File: src/rtl/tns_codec_27.sv
// rtl/tns_codec_27.sv - base-7 crosstalk-avoidance codec for a 27-TSV link.
// Optional macro TNS_DEC_REG_EN registers the decoder output on clock.
module tns_codec_27 (
  input  logic        clock,
  input  logic        reset_n,
  input  logic [25:0] datain,
  output logic [26:0] tsv,
  input  logic [26:0] tsv_rx,
  output logic [25:0] dataout
);

  localparam logic [25:0] MAX_VAL = 26'd40353606;

  logic [26:0] tsv_q;
  logic [26:0] tsv_d;
  logic [25:0] enc_val;
  logic [2:0]  enc_dig;
  logic [2:0]  enc_grp;
  logic [25:0] dec_acc;
  logic [2:0]  dec_dig;

  // Digit split by repeated divide-by-7; digit 6 picks whichever pattern
  // keeps the group clear of the coupling case set by its current b2.
  always_comb begin
    tsv_d   = '0;
    enc_dig = '0;
    enc_grp = '0;
    enc_val = (datain > MAX_VAL) ? MAX_VAL : datain;
    for (int j = 0; j < 9; j++) begin
      enc_dig = 3'(enc_val % 26'd7);
      enc_val = enc_val / 26'd7;
      case (enc_dig)
        3'd0:    enc_grp = 3'b000;
        3'd1:    enc_grp = 3'b010;
        3'd2:    enc_grp = 3'b011;
        3'd3:    enc_grp = 3'b100;
        3'd4:    enc_grp = 3'b101;
        3'd5:    enc_grp = 3'b111;
        default: enc_grp = tsv_q[3*j+2] ? 3'b001 : 3'b110;
      endcase
      tsv_d[3*j +: 3] = enc_grp;
    end
  end

  always_ff @(posedge clock) begin
    if (!reset_n) begin
      tsv_q <= '0;
    end else begin
      tsv_q <= tsv_d;
    end
  end

  assign tsv = tsv_q;

  // Horner evaluation from the most-significant group down.
  always_comb begin
    dec_acc = '0;
    dec_dig = '0;
    for (int j = 8; j >= 0; j--) begin
      case (tsv_rx[3*j +: 3])
        3'b000:  dec_dig = 3'd0;
        3'b010:  dec_dig = 3'd1;
        3'b011:  dec_dig = 3'd2;
        3'b100:  dec_dig = 3'd3;
        3'b101:  dec_dig = 3'd4;
        3'b111:  dec_dig = 3'd5;
        default: dec_dig = 3'd6;
      endcase
      dec_acc = dec_acc * 26'd7 + {23'd0, dec_dig};
    end
  end

`ifdef TNS_DEC_REG_EN
  logic [25:0] dataout_q;

  always_ff @(posedge clock) begin
    if (!reset_n) begin
      dataout_q <= '0;
    end else begin
      dataout_q <= dec_acc;
    end
  end

  assign dataout = dataout_q;
`else
  assign dataout = dec_acc;
`endif

endmodule

File: config.mk
export PLATFORM = sky130hd
export DESIGN_NAME = tns_codec_27
export DESIGN_NICKNAME = d
export VERILOG_FILES = /design/src/rtl/tns_codec_27.sv
export SDC_FILE = /design/constraint.sdc
export NUM_CORES = 1
export LEC_CHECK = 0
export ABC_AREA = 0
export CORE_UTILIZATION = 35
export DETAILED_ROUTE_END_ITERATION = 12
export HOLD_SLACK_MARGIN = 0.1
export PLACE_DENSITY_LB_ADDON = 0.2
export SLEW_MARGIN = 20
export SYNTH_ARGS = -nofsm -noshare
export SYNTH_HDL_FRONTEND = slang
export SYNTH_SLANG_ARGS = --single-unit
export TNS_END_PERCENT = 5
File: constraint.sdc
create_clock -name clock -period 63.9 [get_ports clock]
set_clock_uncertainty 0.2 [all_clocks]
set_input_delay 9.585 -clock clock [delete_from_list [all_inputs] [get_ports clock]]
set_output_delay 9.585 -clock clock [all_outputs]
set_load 0.02 [all_outputs]
==> impl_metrics.tcl <==
set metrics [dict create \
    outcome "finished clean" \
    end_kind "primary output" \
    worst_pin_slew_ns 1.08 \
    synth_most_common_cell "inv_1" \
    cp_data_required_time_ns 54.12 \
    dpl_cell_area_um2 30100 \
    yosys_warnings 0 \
    grt_pass1_vias 26200 \
    hp-class "reg2reg" \
    drc 0 \
    grt-ovfl-total 0 \
    dp_hpwl_mm 59.7 \
    antenna_found_initial 0 \
    die_x_um 286 \
    fin_setup_tns_ns 0 \
    clkTransAtPathRegs_ns 0.06 \
    synth_nets 4397 \
    grt_use_met1 0.240 \
    ff_latch_area_um2 541 \
    area_delta_synth_final_pct 6.87 \
    yosys.cell_types.count 141 \
    ioPinCount 108 \
    synth_seq_cells 27 \
    grt_pass1_wl_mm 125 \
    crit_slowest_cell "clkdlybuf4s50_1" \
    cts_made_buffers 3 \
    drive_gt1_frac 0.0605 \
    dr.pass1.iters 6 \
    critPathMaxStageDelay_ns 0.62 \
    wire_per_inst_um 15.0 \
    root_buffer "clkbuf_16" \
    viasPerCell 5.82 \
    wirelength_mm 74.0 \
    critPathTopFamily "adder cells" \
    coreArea_um2 79500 \
    place.gp.congestion 0.899 \
    dieArea_um2 81900 \
    htreeDepth 1 \
    drt-initial-drc-count 1851 \
    grt_util_met3 0.00700 \
    synth-edff-count 0 \
    final_hold_viol_count 0 \
    critPathMaxFanout 4 \
    multi_input_area_um2 25300 \
    n_fill_cell 8415 \
    cp_num_buf_inv 21 \
    fmax_ghz 0.0260 \
    grt_max_degree 31 \
    rsz0062_at_grt "false" \
    largest_reg_flops 27 \
    clock_latency_ns 0.25 \
    synth_top_area_cell "ha_1" \
    nNetsFinal 4377 \
    relSlewSlack 0.278 \
    rows 103 \
    synth_area_um2 28300 \
    startpoint_type "input port" \
    cts.path.max_buffers 2 \
    synth_area_leaders "ha_1 13%, fa_1 9.4%, inv_1 6.0%, a21oi_1 5.9%, o21ai_0 4.0%" \
    track_usage 0.172 \
    cts_tree "done" \
    drtAntennaViolNets 0 \
    numPortBuffers 107 \
    fin_crit_ns 38.44 \
    yosys.area.top_type_share 0.135 \
    final_cell_area_um2 30200 \
    synthArstFlopShare 0 \
    ys_top_cells_by_count "452 x inv_1, 333 x a21oi_1, 304 x ha_1, 254 x nand2_1, 243 x nor2_1" \
    cts_resized 0 \
    cp_common_cell "inv_1" \
    worstPathArrival_ns 28.66 \
    vias 28700 \
    slew_violations 0 \
    synth-main-ff-cell "dfxtp_1" \
    start_util 0.356 \
    critPathKind "in2out" \
    cts_sinks 27 \
    ys_seq_area_frac 0.0191 \
    gr-usage-met2 0.298 \
    synth.avg_cell_area_um2 7.24 \
    cts_setup_buffers 0 \
    setup_viol 0 \
    busiest_layer "met2" \
    fin_crit_sh 0.602 \
    cts_hold_buf 0 \
    max_cap_viol_count 0 \
    antenna_cells 0 \
    die_y_um 286 \
    synthCells 3905 \
]
==> worst paths after layout <==
check / cells after the start / end / slack [ns] / start
min: 2 / tsv[0] / 0.37 / tsv[2]
min reg2reg: 2 / tsv[0] / 0.37 / tsv[2]
max: 84 / dataout[25] / 25.46 / tsv_rx[24]
max reg2reg: 2 / tsv[10] / 62.67 / tsv[11]
==> cell type report <==
type / instances / area share
Sequential cell: 27 / 0.0179
Timing Repair Buffer: 134 / 0.0421
Multi-Input combinational cell: 3264 / 0.837
Tap cell: 1050 / 0.0435
Inverter: 455 / 0.0565
Clock buffer: 4 / 0.00261
==> cells by family (layout without fill, tap and decap cells) <==
group / after synthesis / in the layout / share of synthesized area
xor gates and xnor gates: 171 / 171 / 0.0530
muxes: 85 / 85 / 0.0322
adders and majority gates: 452 / 452 / 0.234
and+or+nand+nor: 1054 / 1054 / 0.190
buffers and inverters: 614 / 593 / 0.0864
AOI/OAI and AO/OA: 1502 / 1502 / 0.386
DFF: 27 / 27 / 0.0191
==> cell usage in the layout, fill, tap and decap left out, drive strengths merged, types with 70 or more instances in the layout <==
master	count
nand2	255
nor2	250
clkdlybuf4s50	107
a21oi	342
o21ai	279
nand3	101
ha	304
o211ai	81
nor3	103
xnor2	128
o21bai	73
inv	455
a211oi	70
fa	133
==> layer usage <==
metal / wire [um] / vias up
li1: - / 14600
met2: 34600 / 696
met3: 2730 / 67
met1: 35500 / 13400
met4: 1150 / 0
met5: 0 / -
==> worst reg2reg max path: cells and delay by family (launching register included) <==
family	cells	cell delay, ns
simple gates	1	0.46
flops	1	0.33
compound gates	1	0.17
==> through the flow <==
stage / cells / hold WS [ns] / utilization / setup slack, ns
6_report: 4934 / 0.368 / 0.380 / 25.46
3_3_place_gp: 4930 / 0.355 / 0.379 / 25.35
2_1_floorplan: 3905 / 0.416 / - / 27.52
5_1_grt: 4934 / 0.407 / 0.380 / 23.97
3_5_place_dp: 4930 / 0.359 / 0.379 / 25.27
4_1_cts: 4934 / 0.369 / 0.380 / 25.20
Power is left out: the tool's default activity adds up to more than one toggle a clock period on the data nets, which glitch-free logic cannot reach.
